--- src/rtl/input_loader_pkg.sv ---
// Shared constants, FSM encoding and address helper for the input loader.
package input_loader_pkg;

    localparam int BA    = 8;
    localparam int N     = 40;
    localparam int BM    = 6;
    localparam int DEPTH = 128;
    localparam int BC    = 16;
    localparam int CW    = $clog2(DEPTH) + 1;

    localparam logic [BM-1:0] ADDR_LAST = BM'(N - 1);

    typedef enum logic [1:0] {
        LD_IDLE   = 2'd0,
        LD_STREAM = 2'd1,
        LD_ZFILL  = 2'd2,
        LD_DONE   = 2'd3
    } ld_state_t;

    // Word index within a vector, wrapping after N-1.
    function automatic logic [BM-1:0] addr_next(input logic [BM-1:0] a);
        return (a == ADDR_LAST) ? '0 : a + BM'(1);
    endfunction

endpackage

--- src/rtl/input_loader_if.sv ---
// Sample stream into the loader: valid/ready handshake plus vector-boundary marker.
interface input_loader_if;
    import input_loader_pkg::*;

    logic [BA-1:0] s_data;
    logic          s_valid;
    logic          s_ready;
    logic          s_last;

    modport master (output s_data, output s_valid, output s_last, input s_ready);
    modport slave  (input s_data, input s_valid, input s_last, output s_ready);
endinterface

--- src/rtl/input_loader_sync_fifo.sv ---
// Sample buffer: synchronous FIFO with first-word-fall-through head.
// Latency: a pushed word is visible at head the cycle after the push.
// Backpressure: full when count == DEPTH; push ignored while full, even in a pop cycle.
module input_loader_sync_fifo #(
    parameter int W     = 8,
    parameter int DEPTH = 128
) (
    input  logic                       clk,
    input  logic                       rst,
    input  logic                       push,
    input  logic [W-1:0]               push_data,
    input  logic                       pop,
    output logic [W-1:0]               head,
    output logic                       full,
    output logic                       empty,
    output logic [$clog2(DEPTH):0]     count
);
    localparam int AW = $clog2(DEPTH);

    logic [W-1:0]  mem [DEPTH];
    logic [AW-1:0] wr_ptr;
    logic [AW-1:0] rd_ptr;
    logic          do_push;
    logic          do_pop;

    assign full    = (count == (AW+1)'(DEPTH));
    assign empty   = (count == '0);
    assign do_push = push && !full;
    assign do_pop  = pop && !empty;
    assign head    = mem[rd_ptr];

    always_ff @(posedge clk) begin
        if (rst) begin
            wr_ptr <= '0;
            rd_ptr <= '0;
            count  <= '0;
        end else begin
            if (do_push) wr_ptr <= wr_ptr + AW'(1);
            if (do_pop)  rd_ptr <= rd_ptr + AW'(1);
            if (do_push && !do_pop)      count <= count + (AW+1)'(1);
            else if (do_pop && !do_push) count <= count - (AW+1)'(1);
        end
    end

    always_ff @(posedge clk) begin
        if (do_push) mem[wr_ptr] <= push_data;
    end

endmodule

--- src/rtl/input_loader.sv ---
// Buffers samples and issues one N-word vector (data+addr) per request_in rise; LOADER_LAST_CHECK_EN adds s_last framing check.
// Latency: first valid_out 1 cycle after request rise, N consecutive words, vec_done the cycle after.
// Backpressure: s_ready = !fifo_full; a request with fewer than N words buffered emits zeros and flags underrun.
module input_loader
    import input_loader_pkg::*;
(
    input  logic                clk,
    input  logic                rst,
    input_loader_if.slave       s,
    input  logic                request_in,
    output logic [BA-1:0]       data_out,
    output logic [BM-1:0]       addr_out,
    output logic                valid_out,
    output logic                vec_done,
    output logic                underrun,
    output logic                frame_err,
    output logic [BC-1:0]       vec_count
);

    ld_state_t     state_q, state_d;
    logic          request_in_q;
    logic          req_rise;
    logic          pop;
    logic          fifo_full;
    logic          unused_empty;
    logic [BA-1:0] fifo_head;
    logic [CW-1:0] fifo_count;

    logic [BA-1:0] data_d;
    logic [BM-1:0] addr_d;
    logic          valid_d;
    logic          done_d;
    logic          underrun_set;

    assign req_rise  = request_in && !request_in_q;
    assign s.s_ready = !fifo_full;

    input_loader_sync_fifo #(.W(BA), .DEPTH(DEPTH)) u_fifo (
        .clk       (clk),
        .rst       (rst),
        .push      (s.s_valid),
        .push_data (s.s_data),
        .pop       (pop),
        .head      (fifo_head),
        .full      (fifo_full),
        .empty     (unused_empty),
        .count     (fifo_count)
    );

    // Outputs are computed one state ahead so that the request-rise edge already
    // presents word 0; addr_out itself serves as the in-vector word counter.
    always_comb begin
        state_d      = state_q;
        pop          = 1'b0;
        valid_d      = 1'b0;
        data_d       = '0;
        addr_d       = '0;
        done_d       = 1'b0;
        underrun_set = 1'b0;
        case (state_q)
            LD_IDLE: begin
                if (req_rise) begin
                    valid_d = 1'b1;
                    if (fifo_count >= CW'(N)) begin
                        state_d = LD_STREAM;
                        pop     = 1'b1;
                        data_d  = fifo_head;
                    end else begin
                        state_d      = LD_ZFILL;
                        underrun_set = 1'b1;
                    end
                end
            end
            LD_STREAM: begin
                if (addr_out == ADDR_LAST) begin
                    state_d = LD_DONE;
                    done_d  = 1'b1;
                end else begin
                    pop     = 1'b1;
                    valid_d = 1'b1;
                    data_d  = fifo_head;
                    addr_d  = addr_next(addr_out);
                end
            end
            LD_ZFILL: begin
                if (addr_out == ADDR_LAST) begin
                    state_d = LD_DONE;
                    done_d  = 1'b1;
                end else begin
                    valid_d = 1'b1;
                    addr_d  = addr_next(addr_out);
                end
            end
            LD_DONE: state_d = LD_IDLE;
            default: state_d = LD_IDLE;
        endcase
    end

    always_ff @(posedge clk) begin
        if (rst) begin
            state_q      <= LD_IDLE;
            request_in_q <= 1'b0;
            data_out     <= '0;
            addr_out     <= '0;
            valid_out    <= 1'b0;
            vec_done     <= 1'b0;
            underrun     <= 1'b0;
            vec_count    <= '0;
        end else begin
            state_q      <= state_d;
            request_in_q <= request_in;
            data_out     <= data_d;
            addr_out     <= addr_d;
            valid_out    <= valid_d;
            vec_done     <= done_d;
            if (underrun_set) underrun  <= 1'b1;
            if (done_d)       vec_count <= vec_count + BC'(1);
        end
    end

`ifdef LOADER_LAST_CHECK_EN
    logic [BM-1:0] push_pos;
    logic          push_acc;

    assign push_acc = s.s_valid && s.s_ready;

    // s_last must mark exactly the word landing at vector position N-1.
    always_ff @(posedge clk) begin
        if (rst) begin
            push_pos  <= '0;
            frame_err <= 1'b0;
        end else if (push_acc) begin
            push_pos <= addr_next(push_pos);
            if (s.s_last != (push_pos == ADDR_LAST)) frame_err <= 1'b1;
        end
    end
`else
    logic unused_last;
    assign unused_last = s.s_last;
    assign frame_err   = 1'b0;
`endif

endmodule

--- src/flat_wrapper.sv ---
// flat-port wrapper written by rule: the top's interface ports become plain ports
module input_loader_flat import input_loader_pkg::*;
  (clk, rst, request_in, data_out, addr_out, valid_out, vec_done, underrun, frame_err, vec_count, s_s_data, s_s_valid, s_s_last, s_s_ready);
  input_loader_if s_i ();
  input  logic clk;
  input  logic rst;
  input  logic request_in;
  output logic [BA-1:0] data_out;
  output logic [BM-1:0] addr_out;
  output logic valid_out;
  output logic vec_done;
  output logic underrun;
  output logic frame_err;
  output logic [BC-1:0] vec_count;
  input wire logic [$bits(s_i.s_data)-1:0] s_s_data;
  input wire logic [$bits(s_i.s_valid)-1:0] s_s_valid;
  input wire logic [$bits(s_i.s_last)-1:0] s_s_last;
  output wire logic [$bits(s_i.s_ready)-1:0] s_s_ready;
  assign s_i.s_data = s_s_data;
  assign s_i.s_valid = s_s_valid;
  assign s_i.s_last = s_s_last;
  assign s_s_ready = s_i.s_ready;
  input_loader u_core (.clk(clk), .rst(rst), .s(s_i), .request_in(request_in), .data_out(data_out), .addr_out(addr_out), .valid_out(valid_out), .vec_done(vec_done), .underrun(underrun), .frame_err(frame_err), .vec_count(vec_count));
endmodule
--- config.mk ---
export PLATFORM = sky130hd
export DESIGN_NAME = input_loader_flat
export DESIGN_NICKNAME = d
export VERILOG_FILES = /design/src/rtl/input_loader_pkg.sv /design/src/rtl/input_loader_if.sv /design/src/rtl/input_loader_sync_fifo.sv /design/src/rtl/input_loader.sv /design/src/flat_wrapper.sv
export SDC_FILE = /design/constraint.sdc
export NUM_CORES = 1
export LEC_CHECK = 0
export CAP_MARGIN = 20
export CORE_MARGIN = 1.5
export CORE_UTILIZATION = 50
export CTS_BUF_LIST = sky130_fd_sc_hd__clkbuf_8
export CTS_CLUSTER_DIAMETER = 200
export DETAILED_ROUTE_END_ITERATION = 8
export PLACE_DENSITY = 0.66
export SLEW_MARGIN = 5
export SYNTH_ARGS = -nofsm -noshare
export SYNTH_HDL_FRONTEND = slang
export SYNTH_SLANG_ARGS = --single-unit
--- constraint.sdc ---
create_clock -name clk -period 4.5 [get_ports clk]
set_input_delay 1.35 -clock clk [delete_from_list [all_inputs] [get_ports clk]]
set_output_delay 1.35 -clock clk [all_outputs]
set_load 0.01 [all_outputs]
==> impl_metrics.tcl <==
set metrics [dict create \
    status "finished, final reports clean" \
    antenna_left 0 \
    wl_per_cell_um 25.59 \
    nNetsFinal 2601 \
    cts_buffers 173 \
    cp_max_fo 4 \
    cts_max_path_buffers 3 \
    avgViaCountPerCell 5.856 \
    p_int_mw 16.41 \
    async_flop_share_pct 0 \
    final.setup_skew_ns 0.04548 \
    clkPwrFrac_pct 35.1 \
    gp_congestion 0.8887 \
    worst_pin_slew_ns 1.059 \
    yosys.area_share.simple_pct 4.957 \
    synth_cells 2364 \
    die_w_um 296.2 \
    yosys_warnings 0 \
    synth_edf_count 1024 \
    cts_tree "built" \
    crit_type "flip-flop to output pin" \
    ys_types 61 \
    syn_nets 2392 \
    cp_top_family "simple AND/OR/NAND/NOR gates" \
    synthAdderAreaFrac_pct 0.4541 \
    cp-end-kind "output pin" \
    synth_area_leader_cell "edfxtp_1" \
    setup_viol 0 \
    dp_hpwl_um 60180 \
    setup_tns_ns 0 \
    cts_root_buf "clkbuf_8" \
    cts_num_sinks 1089 \
    path_cells "nor4_2 > nand4_1 > clkdlybuf4s50_1" \
    initial_core_util_pct 50.48 \
    power_density_nw_per_um2 456.7 \
    synth_compound_area_share_pct 4.066 \
    leakage_nw 15.03 \
    p_switching_mw 5.670 \
    wl_met2_um 49140 \
    layout.cells.non_filler 3855 \
    slew_violations 0 \
    yosysSeqAreaShare_pct 74.56 \
    dr.first_iter.drc_count 2016 \
    synth_xor_area_share_pct 0.6724 \
    vdd_drop_max_v 0.0003591 \
    max_freq_ghz 0.2695 \
    r2r_cells 14 \
    globalRouteTotalUtil_pct 22.76 \
    synthMuxAreaShare_pct 13.33 \
    maxSlewHeadroom_pct 29.38 \
    antenna_found_initial 4 \
    yosys-top-cells-area "edfxtp_1 72%, mux4_2 6.7%, mux2i_1 4.5%" \
    grt_max_degree 106 \
    cp_slowest_cell "nor4_2" \
    r2r_setup_slack_ns 1.04 \
    clock_latency_ns 0.85 \
    top_layer_used "met5" \
    portBuffers 45 \
    p_sw_share_pct 25.69 \
    cts_hold_buf 0 \
    ys.flop_type "edfxtp_1" \
    cts_setup_buffers 0 \
    cpPeakStageDelay_ns 0.51 \
    period_minus_slack_ns 3.711 \
    cap_violations 0 \
    die_y_um 296.2 \
    fin_crit_sh_pct 82.46 \
    critPathBufInv 1 \
    p_seq_share_pct 51.4 \
    path_depth 3 \
    ctsResizeCount 0 \
    worstSetupEndpoint "s_s_ready" \
    critical_path_required_ns 3.15 \
    overflow 0 \
    startpoint "u_core.u_fifo.count[1]" \
    synth_top_family_by_area "multiplexers" \
    pin_count 48 \
    vias 22580 \
    grt_first_pass_wirelength_um 144500 \
    drc 0 \
    drt-met1-wl_um 39710 \
    firstDrtPassIters 6 \
    route.met3.wl_um 6828 \
    p_comb_share_pct 13.6 \
    rsz0062_at_grt "false" \
    critPathLaunchType "flip-flop" \
    syn_to_final_growth_pct 12.47 \
    grt_pass1_vias 23030 \
    hold_class "flip-flop to flip-flop" \
    hold_viol 0 \
    synth-seq-cells 1089 \
    r2r_start "u_core.addr_out[0]" \
    layout-drive-gt1-share_pct 19.90 \
    arrival_ns 2.36 \
    cts_htree_levels 4 \
    die_area_um2 87730 \
    reg2reg_to "u_core.u_fifo.count[7]" \
    clk_pin_slew_ns 0.06 \
    fp-row-count 107 \
    synth_top_cell_area_share_pct 71.54 \
    synthesis.area_um2 42980 \
    synth_area_per_cell_um2 18.18 \
    dp_cells 3540 \
    fp.coreArea_um2 85150 \
    final_util_pct 56.78 \
    finalWirelength_um 98640 \
]
## Yosys cell counts (all sizes together), types with 9 or more instances
cell type	count
o22ai	42
nand4	30
a21oi	50
xor2	14
inv	14
buf	89
clkbuf	39
a211oi	15
mux4	137
a211o	12
o21ai	9
mux2i	193
a22oi	93
edfxtp	1024
ha	14
nand3	51
nor2b	32
nand2	57
nor2	200
dfxtp	65
xnor2	19
mux2	60
nor4	9
## cells in the final DEF (no fill, tap or decap), types with 42 or more instances in the layout
master	count
o22ai_1	42
nand2_1	57
mux4_2	127
buf_4	110
a22oi_1	93
inv_1	72
nand3_1	51
a21oi_1	50
clkbuf_8	181
mux2i_1	193
dfxtp_1	62
nor2_1	200
mux2_2	60
edfxtp_1	1024
## worst min-delay path: stages, from the launching register on
cell	delay, ns
dfxtp_1	0.33
nor2_1	0.05
nor2_1	0.07
## worst min path at each step
stage / start / end / depth (start not counted)
6_report: u_core.underrun / u_core.underrun / 2
5_1_grt: u_core.u_fifo.rd_ptr[1] / flip-flop / 2
4_1_cts: u_core.addr_out[0] / u_core.addr_out[0] / 1
3_5_place_dp: u_core.addr_out[0] / u_core.addr_out[0] / 1
3_3_place_gp: u_core.addr_out[0] / u_core.addr_out[0] / 1
2_1_floorplan: u_core.u_fifo.rd_ptr[1] / flip-flop / 2
## metrics by stage
stage | setup slack, ns | area (um^2) | power, mW | hold slack, ns
finish | 0.7891 | 48340 | 22.08 | 0.4864
global route | 0.6647 | 48340 | 22.90 | 0.5177
global placement | 0.09366 | 45090 | 14.51 | 0.4396
floorplan | 0.8030 | 42980 | 13.65 | 0.4629
detailed placement | 0.1028 | 45090 | 14.56 | 0.4565
CTS | 0.6845 | 48280 | 22.27 | 0.4745
## per-layer routing
metal / vias to the layer above / track usage (%)
li1: 9923 / -
met5: - / 0
met3: 188 / 4.879
met4: 6 / 8.275
met1: 11620 / 29.66
met2: 839 / 37.79
## power by group through the flow
stage                     Sequential (mW)  Clock, mW  Combinational, mW
after CTS                            11.3       7.91               3.02
after floorplan                      11.5          0               2.20
after global routing                 11.3       8.34               3.21
final                                11.3       7.75               2.99
after detailed placement             11.5          0               3.01
after global placement               11.5          0               2.96
## layout make-up
type / instances / area (um^2)
fill: 6455 / 36800
sequential: 1089 / 32060
multi-input combinational: 1133 / 10100
clock buffer: 181 / 2491
timing repair buffer: 162 / 1506
tap: 1144 / 1431
clock inverter: 130 / 699.4
inverter: 14 / 52.55
antenna: 2 / 5.005
## flip-flops by register name, indices dropped and copies added, names as in the netlist, named ones only
register              cells
u_core.underrun           1
u_core.u_fifo.wr_ptr      7
u_core.vec_count         16
u_core.u_fifo.count       8
u_core.data_out           8
u_core.valid_out          1
u_core.u_fifo.rd_ptr      7
u_core.addr_out           6
u_core.vec_done           1
u_core.u_fifo.mem      1024
u_core.request_in_q       1
u_core.state_q            2
## cell families after synthesis
| group | count (synthesis) |
|---|---|
| xor gates and xnor gates | 33 |
| other | 1 |
| adders and majority gates | 15 |
| DFF | 1089 |
| buffers and inverters | 142 |
| muxes | 390 |
| and+or+nand+nor | 442 |
| AOI/OAI and AO/OA | 252 |
No activity file was read; power rests on OpenSTA's default activity.
